`src/rtl/time_tag_decoder_pkg.sv`:
```
// Time tag word layout shared by the decoder and the tag generator.
// Field positions, framing constant, word classification and tag builder.
package time_tag_decoder_pkg;

    localparam int WORD_W     = 128;

    localparam int FRAME_HI   = 127;
    localparam int FRAME_LO   = 123;
    localparam int FRAME_W    = FRAME_HI - FRAME_LO + 1;
    localparam logic [FRAME_W-1:0] FRAME_PAT = 5'b11111;

    localparam int SINGLE_BIT = 122;

    localparam int MOD_HI     = 121;
    localparam int MOD_LO     = 118;
    localparam int MOD_W      = MOD_HI - MOD_LO + 1;

    localparam int BLK_HI     = 117;
    localparam int BLK_LO     = 116;
    localparam int BLK_W      = BLK_HI - BLK_LO + 1;

    localparam int CMD_BIT    = 115;

    localparam int RSV_HI     = 114;
    localparam int RSV_LO     = 48;
    localparam int RSV_W      = RSV_HI - RSV_LO + 1;

    localparam int PER_HI     = 47;
    localparam int PER_LO     = 0;
    localparam int PER_W      = PER_HI - PER_LO + 1;

    // What the decoder does with an accepted word.
    typedef enum logic [1:0] {
        WK_UNFRAMED,
        WK_DATA,
        WK_TAG,
        WK_MALFORMED
    } word_kind_t;

    // Framing wins over everything; any framed word carrying the single or
    // command flag is ordinary event data; only then is the reserved field
    // inspected.
    function automatic word_kind_t classify(input logic [WORD_W-1:0] w);
        word_kind_t k;
        if (w[FRAME_HI:FRAME_LO] != FRAME_PAT) begin
            k = WK_UNFRAMED;
        end else if (w[SINGLE_BIT] || w[CMD_BIT]) begin
            k = WK_DATA;
        end else if (|w[RSV_HI:RSV_LO]) begin
            k = WK_MALFORMED;
        end else begin
            k = WK_TAG;
        end
        return k;
    endfunction

    // Builds a well-formed time tag word (block ID zero).
    function automatic logic [WORD_W-1:0] make_tag(
        input logic [MOD_W-1:0] id,
        input logic [PER_W-1:0] per
    );
        logic [WORD_W-1:0] w;
        w                    = '0;
        w[FRAME_HI:FRAME_LO] = FRAME_PAT;
        w[MOD_HI:MOD_LO]     = id;
        w[PER_HI:PER_LO]     = per;
        return w;
    endfunction

endpackage

```
`src/rtl/time_tag_decoder_tracker.sv`:
```
// Per-module continuity tracker: seen flag and last period per module ID.
// Ports: clk, rst_n, upd (commit a tag), mod_id, period in; gap out (comb).
module tag_continuity_tracker
    import time_tag_decoder_pkg::*;
#(
    parameter int NUM_MOD = 16
) (
    input  logic             clk,
    input  logic             rst_n,
    input  logic             upd,
    input  logic [MOD_W-1:0] mod_id,
    input  logic [PER_W-1:0] period,
    output logic             gap
);

    logic [NUM_MOD-1:0] seen;
    logic [PER_W-1:0]   last [NUM_MOD];
    logic [PER_W-1:0]   expect_per;

    // 48-bit add wraps naturally, so all-ones followed by zero is continuous.
    assign expect_per = last[mod_id] + PER_W'(1);
    assign gap        = seen[mod_id] && (period != expect_per);

    always_ff @(posedge clk) begin
        if (!rst_n) begin
            seen <= '0;
        end else if (upd) begin
            seen[mod_id] <= 1'b1;
        end
    end

    // last[] is meaningless until seen[] is set, so it carries no reset.
    always_ff @(posedge clk) begin
        if (upd) begin
            last[mod_id] <= period;
        end
    end

endmodule

```
`src/rtl/time_tag_decoder.sv`:
```
// Splits a 128-bit word stream into forwarded event words and time tags.
// Ports: s_* upstream handshake, m_* downstream slice, tt_* tag pulse, error counters.
module time_tag_decoder
    import time_tag_decoder_pkg::*;
#(
    parameter int CNT_W   = 16,
    parameter int NUM_MOD = 16
) (
    input  logic              clk,
    input  logic              rst_n,
    input  logic              s_valid,
    output logic              s_ready,
    input  logic [127:0]      s_data,
    output logic              m_valid,
    input  logic              m_ready,
    output logic [127:0]      m_data,
    output logic              tt_valid,
    output logic [3:0]        tt_module,
    output logic [47:0]       tt_period,
    output logic              tt_gap,
    output logic [CNT_W-1:0]  frame_err_cnt,
    output logic [CNT_W-1:0]  malformed_cnt,
    output logic [CNT_W-1:0]  gap_cnt
);

    word_kind_t       kind;
    logic             accept;
    logic             fwd_evt;
    logic             tag_ok;
    logic             frame_evt;
    logic             malf_evt;
    logic             tag_gap;
    logic [MOD_W-1:0] tag_id;
    logic [PER_W-1:0] tag_per;

    // One-deep slice: a new word may enter whenever the held one leaves.
    assign s_ready   = ~m_valid | m_ready;
    assign accept    = s_valid & s_ready;

    assign kind      = classify(s_data);
    assign tag_id    = s_data[MOD_HI:MOD_LO];
    assign tag_per   = s_data[PER_HI:PER_LO];

    assign fwd_evt   = accept && (kind == WK_DATA);
    assign tag_ok    = accept && (kind == WK_TAG);
    assign frame_evt = accept && (kind == WK_UNFRAMED);
    assign malf_evt  = accept && (kind == WK_MALFORMED);

    tag_continuity_tracker #(
        .NUM_MOD (NUM_MOD)
    ) u_tracker (
        .clk     (clk),
        .rst_n   (rst_n),
        .upd     (tag_ok),
        .mod_id  (tag_id),
        .period  (tag_per),
        .gap     (tag_gap)
    );

    // Output slice valid; reset drops any held word without a handshake.
    always_ff @(posedge clk) begin
        if (!rst_n) begin
            m_valid <= 1'b0;
        end else if (fwd_evt) begin
            m_valid <= 1'b1;
        end else if (m_ready) begin
            m_valid <= 1'b0;
        end
    end

    always_ff @(posedge clk) begin
        if (fwd_evt) begin
            m_data <= s_data;
        end
    end

    // Tag result registers; module/period hold between tags.
    always_ff @(posedge clk) begin
        if (!rst_n) begin
            tt_valid  <= 1'b0;
            tt_gap    <= 1'b0;
            tt_module <= '0;
            tt_period <= '0;
        end else begin
            tt_valid <= tag_ok;
            tt_gap   <= tag_ok & tag_gap;
            if (tag_ok) begin
                tt_module <= tag_id;
                tt_period <= tag_per;
            end
        end
    end

    // Saturating event counters; one accept per cycle keeps them exclusive.
    always_ff @(posedge clk) begin
        if (!rst_n) begin
            frame_err_cnt <= '0;
            malformed_cnt <= '0;
            gap_cnt       <= '0;
        end else begin
            if (frame_evt && !(&frame_err_cnt)) begin
                frame_err_cnt <= frame_err_cnt + CNT_W'(1);
            end
            if (malf_evt && !(&malformed_cnt)) begin
                malformed_cnt <= malformed_cnt + CNT_W'(1);
            end
            if (tag_ok && tag_gap && !(&gap_cnt)) begin
                gap_cnt <= gap_cnt + CNT_W'(1);
            end
        end
    end

endmodule

```
`config.mk`:
```
export PLATFORM = sky130hd
export DESIGN_NAME = time_tag_decoder
export DESIGN_NICKNAME = d
export VERILOG_FILES = /design/src/rtl/time_tag_decoder_pkg.sv /design/src/rtl/time_tag_decoder_tracker.sv /design/src/rtl/time_tag_decoder.sv
export SDC_FILE = /design/constraint.sdc
export NUM_CORES = 1
export LEC_CHECK = 0
export ABC_AREA = 1
export CORE_UTILIZATION = 60
export CTS_BUF_LIST = sky130_fd_sc_hd__clkbuf_4
export DETAILED_ROUTE_END_ITERATION = 16
export DONT_BUFFER_PORTS = 1
export GPL_TIMING_DRIVEN = 0
export PLACE_DENSITY = 0.79
export SYNTH_ARGS = -nofsm -noshare
export SYNTH_HDL_FRONTEND = slang
export SYNTH_SLANG_ARGS = --single-unit
```
`constraint.sdc`:
```
create_clock -name clk -period 11.6 [get_ports clk]
set_input_delay 2.32 -clock clk [delete_from_list [all_inputs] [get_ports clk]]
set_output_delay 2.32 -clock clk [all_outputs]
set_load 0.05 [all_outputs]
```
## After elaboration in Yosys (flattened, before gate mapping)

Memories as Yosys holds them, arrays and structs flattened.
Cells that the tools add are included.

| storage, ports and cells | value |
|---|---|
| register bits | 247 |
| output and inout bits | 232 |
| input port bits | 132 |
| word-level logic and storage cells | 58 |
| RAM bits | 768 |
| memories kept | 1 |

Memory list:

| memory | depth | bits a word | rd ports | clocked after memory_dff | write ports | RTL line | RTL |
|---|---|---|---|---|---|---|---|
| u_tracker.last | 16 | 48 | 1 | 0 | 1 | time_tag_decoder_tracker.sv:17 | `logic [PER_W-1:0] last [NUM_MOD];` |

| operators by class | value |
|---|---|
| equality and inequality tests | 5 |
| $lt $le $gt $ge | 2 |
| mux-type cells | 11 |
| reductions and logical operators | 20 |
| add/subtract/negate cells | 4 |
| bitwise operators | 5 |

Operators with widths:

| cell | number |
|---|---|
| $reduce_or 67->1 | 1 |
| $add 16x1->16 const B | 3 |
| $add 48x1->48 const B | 1 |
| $ne 48x48->1 | 1 |
| $reduce_and 16->1 | 3 |
| $or 16x16->16 | 1 |
| $logic_and 1x1->1 | 10 |
| $mux 1 | 7 |
| $lt 4x5->1 const B | 1 |
| $ne 5x5->1 const B | 1 |
| $bmux 1 s4 | 1 |
| $demux 1 s4 | 1 |
| $eq 2x2->1 const B | 2 |
| $ge 4x1->1 const B | 1 |
| $mux 2 | 2 |
| $logic_not 1->1 | 3 |
| $and 1x1->1 | 2 |
| $eq 2x1->1 const B | 1 |
| $logic_not 2->1 | 1 |
| $reduce_bool 2->1 | 1 |
| $logic_or 1x1->1 | 1 |
| $not 1->1 | 1 |
| $or 1x1->1 | 1 |

## Depth between registers and ports, before layout

| logic depth | value |
|---|---|
| depth after elaboration | 8 |
| gate-level depth with buffers | 33 |
| mapped depth without buffers | 28 |

## Modules after synthesis

From an unflattened synthesis, not the netlist that was laid out.

| second synthesis, totals | value |
|---|---|
| cell total of the unflattened synthesis | 4,371 |
| area, all modules | 43,422.9 um^2 |

Modules (own cells, without submodules):

| module | cells each | area an instance (um^2) | instances |
|---|---|---|---|
| tag_continuity_tracker | 3,550 | 34,780.9 | 1 |
| time_tag_decoder | 821 | 8,642.0 | 1 |

## Least setup slack after synthesis

OpenSTA, ideal clock, no wires.

| timing | value |
|---|---|
| path type | in2reg |
| from | input m_ready |
| to | register m_data[0] (enable) |
| arrival time | 11,628 ps |
| required time | 10,826 ps |
| setup slack | -801 ps |
| path buffers | 0 |
| stages | 4 |
| cell sequence | inv_1 nand2_1 nand2_1 nor3_1 |

| on the way | value |
|---|---|
| longest elaborated chain between the ends | 3 |

Ends and longest elaborated chain:

| what | RTL line | RTL |
|---|---|---|
| from (decl) | time_tag_decoder.sv:15 | `input logic m_ready,` |
| $or 1x1->1 | time_tag_decoder.sv:37 | `assign s_ready = ~m_valid \| m_ready;` |
| named net s_ready | time_tag_decoder.sv:12 | `output logic s_ready,` |
| $and 1x1->1 | time_tag_decoder.sv:38 | `assign accept = s_valid & s_ready;` |
| $logic_and 1x1->1 | time_tag_decoder.sv:44 | `assign fwd_evt = accept && (kind == WK_DATA);` |
| named net fwd_evt | time_tag_decoder.sv:28 | `logic fwd_evt;` |
| to (signal assigned) | time_tag_decoder.sv:73 | `m_data <= s_data;` |
| to (decl) | time_tag_decoder.sv:16 | `output logic [127:0] m_data,` |

The timed path passes the listed nets, and every way through them passes these cells.
A chain may end at the register's enable or synchronous reset.

## Final worst setup path

| timing | value |
|---|---|
| from | input s_data[120] |
| to | register gap_cnt[1] |

| on the way | value |
|---|---|
| longest elaborated chain between the ends | 6 |

Ends and longest elaborated chain:

| what | RTL line | RTL |
|---|---|---|
| from (decl) | time_tag_decoder.sv:13 | `input logic [127:0] s_data,` |
| $mem_v2 16x48 | n/a |  |
| $add 48x1->48 | time_tag_decoder_tracker.sv:21 | `assign expect_per = last[mod_id] + PER_W'(1);` |
| $ne 48x48->1 | time_tag_decoder_tracker.sv:22 | `assign gap = seen[mod_id] && (period != expect_per);` |
| $logic_and 1x1->1 (*) | time_tag_decoder_tracker.sv:22 |  |
| $logic_and 1x1->1 (*) (2 in a row) | time_tag_decoder.sv:107 | `if (tag_ok && tag_gap && !(&gap_cnt)) begin` |
| to (signal assigned) | time_tag_decoder.sv:108 | `gap_cnt <= gap_cnt + CNT_W'(1);` |
| to (decl) | time_tag_decoder.sv:23 | `output logic [CNT_W-1:0] gap_cnt` |

Mark *: on every way between the ends. The rest lies on a longest branch, timed or not. The select of a mux whose other input is x is not followed.

==> summary.md <==
| Metric | Value |
|---|---|
| Share of cells above drive strength 1 | `0.1223` |
| Post-synth top cells | `nand2_1, edfxtp_1, nor2_1` |
| Mapped Cells | `around 4,400` |
| CTS tree | `yes` |
| Top FF cell, synth | `edfxtp_1` |
| Max Buffers Root-to-Sink | `3` |
| Critical Path End Type | `flip-flop` |
| Crit Path Class | `input pin to flip-flop` |
| Cell Count, Final, Fillers Out | `5,854` |
| DR iter-0 viols | `4,021` |
| Resize count post-CTS | `0` |
| Clk Latency, worst-skew pair | `1.10 ns` |
| Synth top area cells | `edfxtp_1, nand2_1, dfxtp_1` |
| Pwr/cell area | `~150 nW/µm²` |
| Num CTS Buffers | `238` |
| Leakage | `around 20 nW` |
| Unrepaired setup endpoints after global routing | `false` |
| Synth warnings | `0` |
| Crit path launch type | `input pin` |
| Hold Buf Count CTS | `0` |
| Top-area cell type share of the netlist area | `0.6175` |
| Hold Fails Final Rpt | `0` |
| Fill cells | `5,230` |
| Die width | `around 270 µm` |
| Area grow syn2layout | `12.41%` |
| FF+latch count, synth | `1,015` |
| First-pass GRT wire length | `196,700 µm` |
| Top-count cell post-synth | `nand2_1` |
| GRT Residual Overflow | `0` |
| Syn_area_per_cell | `9.878 µm²` |
| Worst EP required | `about 13 ns` |
| Routed wire length | `roughly 130,000 µm` |
| Slew @ Worst Pin | `1.186 ns` |
| Synth async-reset ratio | `0` |
| Crit Path Max Fanout | `10` |
| I/O Buffers | `0` |
| Final Cycle Share | `0.5024` |
| Rel. slew slack | `0.2091` |
| Clk_skew | `0.08585 ns` |
| Register area share after synthesis | `0.6722` |
| Post-synth net total | `4,547` |
| Finish-stage setup viols | `0` |
| Largest net degree at the start of global routing | `24` |
| Drt wl/cell | `23.00 µm` |
| Drt first pass iters | `6` |
| Die Area | `73,700 µm²` |
| Hold Slack | `0.4735 ns` |
| Status | `completed` |
| Distinct cells, synth | `between 40 and 50` |
| Clock transition at the registers of the reported paths | `0.07 ns` |
| Min Clock Period, post-route | `5.828 ns` |
| Pwr Total | `roughly 7.4 mW` |
| # DRC | `0` |
| Post-Place Cells | `about 5,400` |
| GRT Total Usage | `0.3634` |
| Vias | `33,750` |
| DP HPWL | `91,470 µm` |
| Dominant cell type by area after synthesis | `edfxtp_1` |
| Initial core utilization | `0.6074` |
| Clock root buffer | `clkbuf_4` |
| Vias in the first global route | `33,040` |
| Io pins | `364` |
| Number of flops mapped to enable cells by yosys | `about 900` |
| Die Span Y | `271.5 µm` |
| Post-route ant nets | `0` |
| CP Data Arrival Time | `6.81 ns` |
| Mapped cell area | `approximately 44,000 µm²` |
| Clock net sink count | `1,015` |
| RePlAce Congestion | `roughly 1` |
| F_max | `171.6 MHz` |
| Core Util, Final | `0.6828` |
| Pins Over Slew Limit | `0` |
| Hold WC Path Type | `flip-flop to flip-flop` |
| Setup TNS | `0 ns` |
| Row count | `98` |
| VDD IR-drop max | `approximately 0.0001 V` |
| Via density | `5.764` |
| Antenna violations before repair | `9` |
| Post-CTS setup buffer count | `0` |
| Net count, final | `4,828` |
| Max-cap violation count | `0` |
| Core Footprint | `71,730 µm²` |
| Htree depth | `4` |
## kinds of logic (layout without fill, tap and decap cells)
logic type,count (synthesis),after routing,share of synthesized area
simple gates,2847,2847,0.2605
buf+inv,353,831,0.04014
xor+xnor,31,31,0.006547
flops,1015,1015,0.6722
compound gates,161,161,0.01947
other cells,0,15,0
fa+ha+maj,4,4,0.001149
## per-layer routing
layer  part of all wire  vias up  track usage  wire length [µm]
met5            0.00018        -            0                24
met4              0.057        4       0.2126              7734
met3               0.12      415      0.09695             16310
met2               0.46     2268       0.5691             61720
met1               0.36    15780       0.4575             48850
li1                   -    15280            -                 -
## path summary, 6_finish.rpt
| check | from | to | slack, ns | cells past startpoint |
|---|---|---|---|---|
| setup / recovery | s_data[120] | gap_cnt[1]$_SDFFE_PN0P_ | 5.77 | 24 |
| hold / removal | u_tracker.seen[12]$_SDFFE_PN0P_ | u_tracker.seen[12]$_SDFFE_PN0P_ | 0.47 | 2 |
| setup reg to reg | m_valid$_SDFFE_PN0P_ | u_tracker.last[7][14]$_DFFE_PP_ | 6.73 | 10 |
| hold reg to reg | u_tracker.seen[12]$_SDFFE_PN0P_ | u_tracker.seen[12]$_SDFFE_PN0P_ | 0.47 | 2 |
## flip-flops by register name, summed over array words and instances, names as in the netlist
name	cells
u_tracker.last	768
m_data	128
tt_period	48
frame_err_cnt	16
gap_cnt	16
malformed_cnt	16
u_tracker.seen	16
tt_module	4
m_valid	1
tt_gap	1
tt_valid	1
## critical path, cell delays in order
cell and delay [ns]:
nor2_1 0.42, clkbuf_1 0.93, buf_2 0.45, nand2_1 0.14, nand4_1 0.24, nand2_1 0.14
nor2_1 0.21, nand2_1 0.12, nor2_1 0.22, nand3_1 0.14, nand2_1 0.10, nand2_1 0.06
nand2_1 0.05, nand2_1 0.08, nor2_1 0.12, nand2_1 0.08, nor2_1 0.20, nand2_1 0.10
nor2_2 0.24, nor2_4 0.12, nand2_1 0.15, nand2_1 0.08, inv_1 0.06, nor2_1 0.04
## cells in the final DEF, fill, tap and decap left out, types with 24 or more instances in the layout
master	synthesis	final
nand2_1	2161	2161
edfxtp_1	896	896
clkbuf_4	0	364
nor2_1	366	350
inv_1	180	180
nand3_1	137	137
dfxtp_1	119	119
o21ai_0	83	83
nand4_1	78	78
buf_2	58	58
clkinv_1	1	52
a21oi_1	49	49
buf_4	40	40
clkbuf_1	36	36
nor3_1	29	28
buf_12	1	26
buf_6	24	24
## through the flow
stage / setup slack (ns) / area [µm²]
after detailed placement: 4.971 / 45770
after global placement: 0.4751 / 44770
final: 5.772 / 48980
after global routing: 5.766 / 48970
after CTS: 6.176 / 48940
after floorplan: 3.139 / 43580
## layout make-up
| cell class | count | area (µm²) | share of cell area |
|---|---|---|---|
| well taps | 950 | 1189 | 0.02427 |
| plain buffers | 167 | 1046 | 0.02136 |
| flip-flops and latches | 1015 | 29290 | 0.5980 |
| clock buffers | 364 | 2733 | 0.05579 |
| diodes | 15 | 37.54 | 0.0007664 |
| clock inverters | 73 | 437.9 | 0.008941 |
| multi-input cells | 3043 | 12670 | 0.2586 |
| inverters | 186 | 703.2 | 0.01436 |
| repair buffers | 41 | 878.3 | 0.01793 |
## power by group
group	leakage, nW	switching [mW]	internal (mW)	total, mW
combinational	8.82	0.336	0.130	0.466
clock	1.88	1.44	1.50	2.94
sequential	9.01	0.0198	3.97	3.99
total	19.7	1.79	5.61	7.40
No activity file was read; power rests on OpenSTA's default activity.
